===== config.mk =====
export PLATFORM = sky130hd
export DESIGN_NAME = hash_display_top
export DESIGN_NICKNAME = d
export VERILOG_FILES = /design/src/rtl/hash_display_pkg.sv /design/src/rtl/hash_display_top_bin2bcd16.sv /design/src/rtl/hash_display_top.sv
export SDC_FILE = /design/constraint.sdc
export NUM_CORES = 1
export LEC_CHECK = 0
export BUFFER_PORTS_ARGS = -buffer_cell sky130_fd_sc_hd__buf_4
export CAP_MARGIN = 25
export CELL_PAD_IN_SITES_DETAIL_PLACEMENT = 0
export CELL_PAD_IN_SITES_GLOBAL_PLACEMENT = 1
export CORE_UTILIZATION = 43
export CTS_CLUSTER_SIZE = 24
export DETAILED_ROUTE_END_ITERATION = 12
export PLACE_DENSITY = 0.88
export SLEW_MARGIN = 0
export SYNTH_ARGS = -nofsm -noshare
export SYNTH_HDL_FRONTEND = slang
export SYNTH_SLANG_ARGS = --single-unit

===== constraint.sdc =====
create_clock -name sysclk -period 11.5 [get_ports sysclk]
set_input_delay 1.725 -clock sysclk [delete_from_list [all_inputs] [get_ports sysclk]]
set_output_delay 1.725 -clock sysclk [all_outputs]
set_load 0.05 [all_outputs]

===== src/rtl/hash_display_pkg.sv =====
// Shared types and the rolling-hash step for the student-ID hash display.
package hash_display_pkg;

    localparam int BCD_W      = 4;
    localparam int NUM_DIGITS = 5;
    localparam int HASH_W     = 16;

    typedef logic [BCD_W-1:0]                  bcd_digit_t;
    typedef logic [NUM_DIGITS-1:0][BCD_W-1:0]  bcd_digits_t;

    // Byte-swap, mix in the key, then add the running time stamp (mod 2^16).
    function automatic logic [HASH_W-1:0] hash_next(
        input logic [HASH_W-1:0] cur_hash,
        input logic [HASH_W-1:0] student_id,
        input logic [HASH_W-1:0] cur_time
    );
        logic [HASH_W-1:0] swapped;
        swapped   = {cur_hash[7:0], cur_hash[15:8]};
        hash_next = (swapped ^ student_id) + cur_time;
    endfunction

endpackage


===== src/rtl/hash_display_top_bin2bcd16.sv =====
// Combinational 16-bit binary to five BCD digits (double dabble).
module bin2bcd16
    import hash_display_pkg::*;
(
    input  logic [15:0] bin_i,
    output bcd_digits_t bcd_o
);

    localparam int SCR_W = 16 + NUM_DIGITS * BCD_W;

    logic [SCR_W-1:0] scratch;

    always_comb begin
        scratch = {{(NUM_DIGITS * BCD_W){1'b0}}, bin_i};
        for (int i = 0; i < 16; i++) begin
            for (int d = 0; d < NUM_DIGITS; d++) begin
                if (scratch[16 + 4*d +: 4] >= 4'd5) begin
                    scratch[16 + 4*d +: 4] = scratch[16 + 4*d +: 4] + 4'd3;
                end
            end
            scratch = {scratch[SCR_W-2:0], 1'b0};
        end
        bcd_o = scratch[SCR_W-1:16];
    end

endmodule


===== src/rtl/hash_display_top.sv =====
// Button-toggled rolling hash of the student ID, shown as five BCD digits.
module hash_display_top
    import hash_display_pkg::*;
#(
    parameter int DEBOUNCE_CYCLES  = 2000,
    parameter int KEYCHANGE_CYCLES = 5_000_000
) (
    input  logic        sysclk,
    input  logic        rst,
    input  logic        button_in,
    input  logic [15:0] student_id,
    output logic [3:0]  D5_out,
    output logic [3:0]  D4_out,
    output logic [3:0]  D3_out,
    output logic [3:0]  D2_out,
    output logic [3:0]  D1_out
);

    localparam int DB_W  = (DEBOUNCE_CYCLES > 1) ? $clog2(DEBOUNCE_CYCLES) : 1;
    localparam int DIV_W = (KEYCHANGE_CYCLES > 1) ? $clog2(KEYCHANGE_CYCLES) : 1;

    localparam logic [DB_W-1:0]  DB_LAST  = DB_W'(DEBOUNCE_CYCLES - 1);
    localparam logic [DIV_W-1:0] DIV_LAST = DIV_W'(KEYCHANGE_CYCLES - 1);

    logic              sync1_q, sync1_d;
    logic              sync2_q, sync2_d;
    logic              btn_db_q, btn_db_d;
    logic              btn_prev_q, btn_prev_d;
    logic [DB_W-1:0]   db_cnt_q, db_cnt_d;
    logic              enable_q, enable_d;
    logic [DIV_W-1:0]  div_cnt_q, div_cnt_d;
    logic [15:0]       cur_hash_q, cur_hash_d;
    logic [15:0]       cur_time_q, cur_time_d;
    bcd_digits_t       digits_q, digits_d;

    logic              press;
    logic              tick;
    bcd_digits_t       bcd;

    bin2bcd16 u_bcd (
        .bin_i (cur_hash_q),
        .bcd_o (bcd)
    );

    always_comb begin
        sync1_d    = button_in;
        sync2_d    = sync1_q;
        btn_db_d   = btn_db_q;
        btn_prev_d = btn_db_q;
        db_cnt_d   = '0;
        div_cnt_d  = '0;
        cur_hash_d = cur_hash_q;
        cur_time_d = cur_time_q;
        digits_d   = bcd;

        // Accept a new level only after it has differed for the full window.
        if (sync2_q != btn_db_q) begin
            if (db_cnt_q == DB_LAST) begin
                btn_db_d = sync2_q;
            end else begin
                db_cnt_d = db_cnt_q + 1'b1;
            end
        end

        press    = btn_db_q & ~btn_prev_q;
        enable_d = enable_q ^ press;

        // A press that disables on the terminal count swallows that tick.
        tick = enable_q & ~press & (div_cnt_q == DIV_LAST);

        if (enable_q && (div_cnt_q != DIV_LAST)) begin
            div_cnt_d = div_cnt_q + 1'b1;
        end

        if (tick) begin
            cur_hash_d = hash_next(cur_hash_q, student_id, cur_time_q);
            cur_time_d = cur_time_q + 16'd1;
        end
    end

    always_ff @(posedge sysclk) begin
        if (rst) begin
            sync1_q    <= 1'b0;
            sync2_q    <= 1'b0;
            btn_db_q   <= 1'b0;
            btn_prev_q <= 1'b0;
            db_cnt_q   <= '0;
            enable_q   <= 1'b0;
            div_cnt_q  <= '0;
            cur_hash_q <= '0;
            cur_time_q <= '0;
            digits_q   <= '0;
        end else begin
            sync1_q    <= sync1_d;
            sync2_q    <= sync2_d;
            btn_db_q   <= btn_db_d;
            btn_prev_q <= btn_prev_d;
            db_cnt_q   <= db_cnt_d;
            enable_q   <= enable_d;
            div_cnt_q  <= div_cnt_d;
            cur_hash_q <= cur_hash_d;
            cur_time_q <= cur_time_d;
            digits_q   <= digits_d;
        end
    end

    assign D5_out = digits_q[4];
    assign D4_out = digits_q[3];
    assign D3_out = digits_q[2];
    assign D2_out = digits_q[1];
    assign D1_out = digits_q[0];

endmodule


Word level (Yosys, flattened, before mapping)
Cells that the tools add are included.
{"block": "classes", "bitwise_logic": 9, "n_mul": 0, "reduce_logical": 4, "n_div": 0, "order_cmp": 35, "n_mux": 35, "n_addsub": 39, "eq_ne": 4, "n_shift": 0}
{"op": "two-way mux 4 bit", "n": 34}
{"op": "adder 4 x 2 -> 4 bit (second input constant)", "n": 30}
{"op": "greater-or-equal comparator 4 x 3 -> 1 bit (second input constant)", "n": 30}
{"op": "adder 23 x 1 -> 23 bit (second input constant)", "n": 1}
{"op": "== test 23 bit (second input constant)", "n": 1}
{"op": "!= test 23 bit (second input constant)", "n": 1}
{"op": "adder 16 x 1 -> 16 bit (second input constant)", "n": 1}
{"op": "adder 16 bit", "n": 1}
{"op": "adder 3 x 2 -> 4 bit (second input constant)", "n": 4}
{"op": "bitwise XOR 16 bit", "n": 1}
{"op": "greater-or-equal comparator 3 bit (second input constant)", "n": 5}
{"op": "adder 11 x 1 -> 11 bit (second input constant)", "n": 1}
{"op": "== test 11 bit (second input constant)", "n": 1}
{"op": "inverter 1 bit", "n": 4}
{"op": "adder 3 x 2 -> 3 bit (second input constant)", "n": 1}
{"op": "bitwise AND 1 bit", "n": 3}
{"op": "two-way mux 3 bit", "n": 1}
{"op": "OR reduction 3 bit", "n": 1}
{"op": "AND reduction 2 bit", "n": 1}
{"op": "OR reduction 2 bit", "n": 1}
{"op": "logical AND 1 bit", "n": 1}
{"op": "!= test 1 bit", "n": 1}
{"op": "bitwise XOR 1 bit", "n": 1}
{"block": "totals", "reg_bits": 91, "romBits": 0, "mem_bits_rw": 0, "out_inout_bits": 20, "memories": 0, "latch_bits": 0}

Logic depth before layout (Yosys ltp)
{"block": "depth", "ltp_word": 26, "mapped_depth": 59, "mapped_depth_nobuf": 57}

Cells and area by module
Synthesis repeated with hierarchy kept, for this count alone.
{"block": "hier_totals", "hier_cells": 1266, "area_unflattened_um2": 9589.2}
{"module": "bin2bcd16", "area_per_inst_um2": 5431.5, "seq_area_each_um2": 0.0, "cells_per_inst": 803, "instances": 1}
{"module": "hash_display_top", "area_per_inst_um2": 4157.7, "seq_area_each_um2": 1821.7, "cells_per_inst": 463, "instances": 1}

Worst setup path after synthesis
Ideal clock, no wire load.
{"block": "synth_path", "kind": "reg-to-reg", "startpoint": "register cur_hash_q[14]", "endpoint": "register digits_q, in the netlist D5_out[0]", "path_buffers": 1, "stages_incl_launch_ff": 53, "required_ns": 11.368, "slack_ns": 0.459, "setup_time_ns": 0.132, "arrival_time_ns": 10.909, "path_cell_list": "dfxtp_1 -> buf_6 -> inv_1 -> ha_1 -> o21ai_1 -> xnor2_1 -> ha_1 -> or2b_1 -> a32oi_2 -> xnor2_1 -> inv_1 -> ha_1 -> nor2b_1 -> or3_1 -> o2111ai_1 -> o31a_1 -> nand4_1 -> nand2_1 -> (+17 left out) -> a211oi_1 -> or3_1 -> a22oi_2 -> xnor2_1 -> inv_2 -> ha_1 -> inv_1 -> a2111oi_0 -> a311o_1 -> nand2_1 -> xnor2_1 -> ha_1 -> and3b_1 -> o31a_1 -> mux2_4 -> a21bo_2 -> nor3b_1 -> nor3_1"}
{"block": "synth_between", "elab_chain_cells": 26}
{"item": "start, declared", "line": "hash_display_top.sv:32", "text": "logic [15:0] cur_hash_q, cur_hash_d;"}
{"item": "start signal, assigned", "line": "hash_display_top.sv:101", "text": "cur_hash_q <= cur_hash_d;"}
{"item": "adder 3 x 2 -> 4 bit or greater-or-equal comparator 3 bit (tied branches)", "line": "hash_display_top_bin2bcd16.sv:18, hash_display_top_bin2bcd16.sv:17"}
{"item": "two-way mux 4 bit *", "line": "hash_display_top_bin2bcd16.sv:17", "text": "if (scratch[16 + 4*d +: 4] >= 4'd5) begin"}
{"item": "adder 4 x 2 -> 4 bit or greater-or-equal comparator 4 x 3 -> 1 bit (tied branches)", "line": "hash_display_top_bin2bcd16.sv:18, hash_display_top_bin2bcd16.sv:17"}
{"item": "two-way mux 4 bit", "line": "hash_display_top_bin2bcd16.sv:17"}
{"item": "greater-or-equal comparator 4 x 3 -> 1 bit or adder 4 x 2 -> 4 bit (tied branches)", "line": "hash_display_top_bin2bcd16.sv:17, hash_display_top_bin2bcd16.sv:18"}
{"item": "two-way mux 4 bit", "line": "hash_display_top_bin2bcd16.sv:17"}
{"item": "adder 4 x 2 -> 4 bit, or another cell as far along", "line": "hash_display_top_bin2bcd16.sv:18", "text": "scratch[16 + 4*d +: 4] = scratch[16 + 4*d +: 4] + 4'd3;"}
{"item": "two-way mux 4 bit", "line": "hash_display_top_bin2bcd16.sv:17"}
{"item": "(+10 left out)"}
{"item": "adder 4 x 2 -> 4 bit, or another cell as far along", "line": "hash_display_top_bin2bcd16.sv:18"}
{"item": "two-way mux 4 bit", "line": "hash_display_top_bin2bcd16.sv:17"}
{"item": "adder 4 x 2 -> 4 bit or greater-or-equal comparator 4 x 3 -> 1 bit (tied branches)", "line": "hash_display_top_bin2bcd16.sv:18, hash_display_top_bin2bcd16.sv:17"}
{"item": "two-way mux 4 bit", "line": "hash_display_top_bin2bcd16.sv:17"}
{"item": "adder 4 x 2 -> 4 bit or greater-or-equal comparator 4 x 3 -> 1 bit (tied branches)", "line": "hash_display_top_bin2bcd16.sv:18, hash_display_top_bin2bcd16.sv:17"}
{"item": "two-way mux 4 bit", "line": "hash_display_top_bin2bcd16.sv:17"}
{"item": "adder 4 x 2 -> 4 bit or greater-or-equal comparator 4 x 3 -> 1 bit (tied branches)", "line": "hash_display_top_bin2bcd16.sv:18, hash_display_top_bin2bcd16.sv:17"}
{"item": "two-way mux 4 bit *", "line": "hash_display_top_bin2bcd16.sv:17"}
{"item": "end signal, assigned", "line": "hash_display_top.sv:103", "text": "digits_q <= digits_d;"}
{"item": "end, declared", "line": "hash_display_top.sv:34", "text": "bcd_digits_t digits_q, digits_d;"}
Mark *: on every way between the ends. The rest lies on a longest branch, timed or not.
A chain may end at the register's enable or synchronous reset.

Worst setup path in the final report
{"block": "layout_path", "startpoint": "register cur_hash_q[14]", "endpoint": "register digits_q, in the netlist D4_out[0]"}
{"block": "layout_between", "elab_chain_cells": 26}
{"item": "adder 3 x 2 -> 4 bit or greater-or-equal comparator 3 bit (tied branches)", "line": "hash_display_top_bin2bcd16.sv:18, hash_display_top_bin2bcd16.sv:17"}
{"item": "two-way mux 4 bit *", "line": "hash_display_top_bin2bcd16.sv:17"}
{"item": "adder 4 x 2 -> 4 bit or greater-or-equal comparator 4 x 3 -> 1 bit (tied branches)", "line": "hash_display_top_bin2bcd16.sv:18, hash_display_top_bin2bcd16.sv:17"}
{"item": "two-way mux 4 bit", "line": "hash_display_top_bin2bcd16.sv:17"}
{"item": "greater-or-equal comparator 4 x 3 -> 1 bit or adder 4 x 2 -> 4 bit (tied branches)", "line": "hash_display_top_bin2bcd16.sv:17, hash_display_top_bin2bcd16.sv:18"}
{"item": "two-way mux 4 bit", "line": "hash_display_top_bin2bcd16.sv:17"}
{"item": "adder 4 x 2 -> 4 bit, or another cell as far along", "line": "hash_display_top_bin2bcd16.sv:18"}
{"item": "two-way mux 4 bit", "line": "hash_display_top_bin2bcd16.sv:17"}
{"item": "(+10 left out)"}
{"item": "adder 4 x 2 -> 4 bit or greater-or-equal comparator 4 x 3 -> 1 bit (tied branches)", "line": "hash_display_top_bin2bcd16.sv:18, hash_display_top_bin2bcd16.sv:17"}
{"item": "two-way mux 4 bit", "line": "hash_display_top_bin2bcd16.sv:17"}
{"item": "adder 4 x 2 -> 4 bit or greater-or-equal comparator 4 x 3 -> 1 bit (tied branches)", "line": "hash_display_top_bin2bcd16.sv:18, hash_display_top_bin2bcd16.sv:17"}
{"item": "two-way mux 4 bit", "line": "hash_display_top_bin2bcd16.sv:17"}
{"item": "adder 4 x 2 -> 4 bit or greater-or-equal comparator 4 x 3 -> 1 bit (tied branches)", "line": "hash_display_top_bin2bcd16.sv:18, hash_display_top_bin2bcd16.sv:17"}
{"item": "two-way mux 4 bit", "line": "hash_display_top_bin2bcd16.sv:17"}
{"item": "adder 4 x 2 -> 4 bit or greater-or-equal comparator 4 x 3 -> 1 bit (tied branches)", "line": "hash_display_top_bin2bcd16.sv:18, hash_display_top_bin2bcd16.sv:17"}
{"item": "two-way mux 4 bit *", "line": "hash_display_top_bin2bcd16.sv:17"}
Marked as above.

==> results.cfg <==
[status]
status = finished, final reports clean

[place]
finalWeightedCongestion = 0.930
pre_cts_slack_ps = -159
hpwl_um = 16300
port_buffers = 38

[sta]
min_period_over_period_pct = 95.3
post-route-min-period_ps = 10960
finClkSkew_ps = 11.8
finalHoldViolations = 0
setup-violations-final = 0
relSlewSlack_pct = 47.0
fmax_mhz = 91.3
fin_ws_ps = 544
drv_slew = 0
worstMarginPinSlew_ps = 793
rsz0062_at_grt = yes
timing.hold.ws_ps = 451

[floorplanning]
io_pins = 39
rows = 53
die_w_um = 148
core_region_area_um2 = 21000
die_h_um = 148
die-area_um2 = 22000
initial_core_util_pct = 43.7

[synthesis]
synthFlopType = dfxtp_1
synth_nets = 1330
synth_area_um2 = 9200
yosysSeqAreaShare_pct = 19.8
synth-seq-cells = 91
synth_edf_count = 0
ys_async_sr_fraction_pct = 0
syn_inst = 1262
avgSynthCellArea_um2 = 7.29
synth.distinct_cells = 99
synth_warnings = 0

[pwr]
seq_power_share_pct = 49.4
power_frac_clock_pct = 47.5
power_density_nw_per_um2 = 61.3
power_frac_comb_pct = 3.1
netSwitchingPower_mw = 0.159
p_int_mw = 0.479
p_leak_nw = 4.02
switching_share_pct = 25.0
peakVddDrop_uv = 77.5

[final_layout]
drive_gt1_share_pct = 14.9
layout_commonest_cell = nor2_1
nNetsFinal = 1368
diodes = 0
synthToLayoutAreaGrowth_pct = 13.2
most-common-layout-cells = nor2_1, nand2_1, dfxtp_1
nFillCells = 2072
final_util_pct = 49.5

[global_route]
grt_pass1_wl_um = 37800
grt_max_degree = 61
grt_pass1_vias = 8159
track_usage_pct = 20.3
grt.overflow.total = 0
antenna_found_initial = 0

[detailed_routing]
route.met2.wl_um = 10600
routed_wl_um = 22600
via_per_inst = 5.74
num_vias = 9072
wl_met3_um = 707
drtAntennaViolNets = 0
dr.pass1.iters = 5
top_layer = met4
routedLengthMet1_um = 11000
drc = 0
wl_per_cell_um = 14.3
drt_iter0_markers = 584

[clock_network]
cts_root_buf = clkbuf_16
clkSinkCount = 91
clock_path_buffers = 2
worstSkewPairLatency_ps = 350
ctsHoldBuffers = 0
clk_pin_slew_ps = 70
cts_buffers = 9
cts_tree = built
h-tree-depth = 3

[setup_path]
crit_top_cell = ha_1
max_stage_delay_ps = 480
critPathArrivalTime_ps = 11190
critical_path_class = flip-flop to flip-flop
path_max_fanout = 8
crit_path_start_kind = flip-flop
critPathCaptureType = flip-flop
cp_slowest_cell = or4b_1
cp_data_required_time_ps = 11740

[run]
drv_cap = 0

[worst_hold_path]
hold_class = flip-flop to flip-flop
registers in the layout (all words and copies together), names as in the netlist:
| name | flops |
|---|---|
| D1_out | 4 |
| btn_db_q | 1 |
| sync1_q | 1 |
| enable_q | 1 |
| D3_out | 4 |
| sync2_q | 1 |
| D2_out | 4 |
| div_cnt_q | 23 |
| D5_out | 4 |
| cur_hash_q | 16 |
| btn_prev_q | 1 |
| D4_out | 4 |
| cur_time_q | 16 |
| db_cnt_q | 11 |
power by group through the flow:
stage               sequential [mW]  clock (mW)  combinational, mW
CTS                           0.315       0.313             0.0199
global route                  0.315       0.320             0.0216
finish                        0.315       0.303             0.0199
floorplan                     0.323           0             0.0113
detailed placement            0.323           0             0.0196
global placement              0.323           0             0.0196
per-layer routing:
metal / global-route usage, % / vias to the layer above
met2: 33.6 / 159
li1: - / 4691
met1: 27.9 / 4203
met4: 5.72 / 0
met3: 2.09 / 19
met5: 0 / -
stage by stage:
stage	total power, mW	area [um^2]	TNS (ps)	cells
2_1_floorplan	0.334	9200	0	1262
3_3_place_gp	0.342	9800	0	1546
3_5_place_dp	0.342	9800	-300	1546
4_1_cts	0.648	10100	0	1562
5_1_grt	0.657	10400	-1200	1580
6_report	0.638	10400	0	1580
worst paths after layout:
path | cells after the start | from | to | slack [ps]
min reg2reg | 1 | db_cnt_q[0] | db_cnt_q[0] | 450
max | 54 | cur_hash_q[14] | D4_out[0] | 540
max reg2reg | 54 | cur_hash_q[14] | D4_out[0] | 540
min | 1 | db_cnt_q[0] | db_cnt_q[0] | 450
critical path, delay by kind of cell (launching register included):
kind | cells | cell delay (ps)
DFF | 1 | 390
buffers and inverters | 9 | 830
muxes | 3 | 820
and+or+nand+nor | 16 | 3590
xor gates and xnor gates | 2 | 300
AOI/OAI and AO/OA | 14 | 2760
adders and majority gates | 10 | 2160
cells in the mapped netlist (all sizes together), types with 18 or more instances:
master | count | share of area (%)
a211oi | 24 | 2.0
a21oi | 88 | 5.0
and3 | 21 | 1.5
clkbuf | 47 | 1.9
dfxtp | 91 | 20
ha | 48 | 6.5
inv | 66 | 2.7
mux2i | 18 | 2.0
nand2 | 118 | 4.8
nand3 | 54 | 2.9
nor2 | 149 | 6.1
nor3 | 36 | 2.0
o211ai | 24 | 2.1
o21ai | 69 | 3.8
xnor2 | 43 | 4.1
xor2 | 49 | 4.7
area by class of cell:
class	count	area (um^2)	area share (%)
multi-input combinational	1048	7060	67.8
tap	275	344	3.31
clock buffer	9	225	2.16
clock inverter	7	76.3	0.733
inverter	67	251	2.42
timing repair buffer	83	623	5.99
sequential	91	1830	17.6
logic make-up (layout without fill, tap and decap cells):
kind of cell / Yosys count / after routing / share of synthesized area [%]
muxes: 32 / 32 / 3.84
AOI/OAI and AO/OA: 381 / 381 / 29.4
DFF: 91 / 91 / 19.8
and+or+nand+nor: 494 / 494 / 26.1
buffers and inverters: 123 / 166 / 5.35
xor gates and xnor gates: 92 / 92 / 8.76
adders and majority gates: 49 / 49 / 6.75
timing repair:
action,in CTS,in global routing
resized for setup,4,37
pin swaps,0,17
setup endpoints to repair,4,15
hold endpoints to repair,0,0
buffers inserted,0,18
Note: power is estimated with default switching activity, not from simulation.
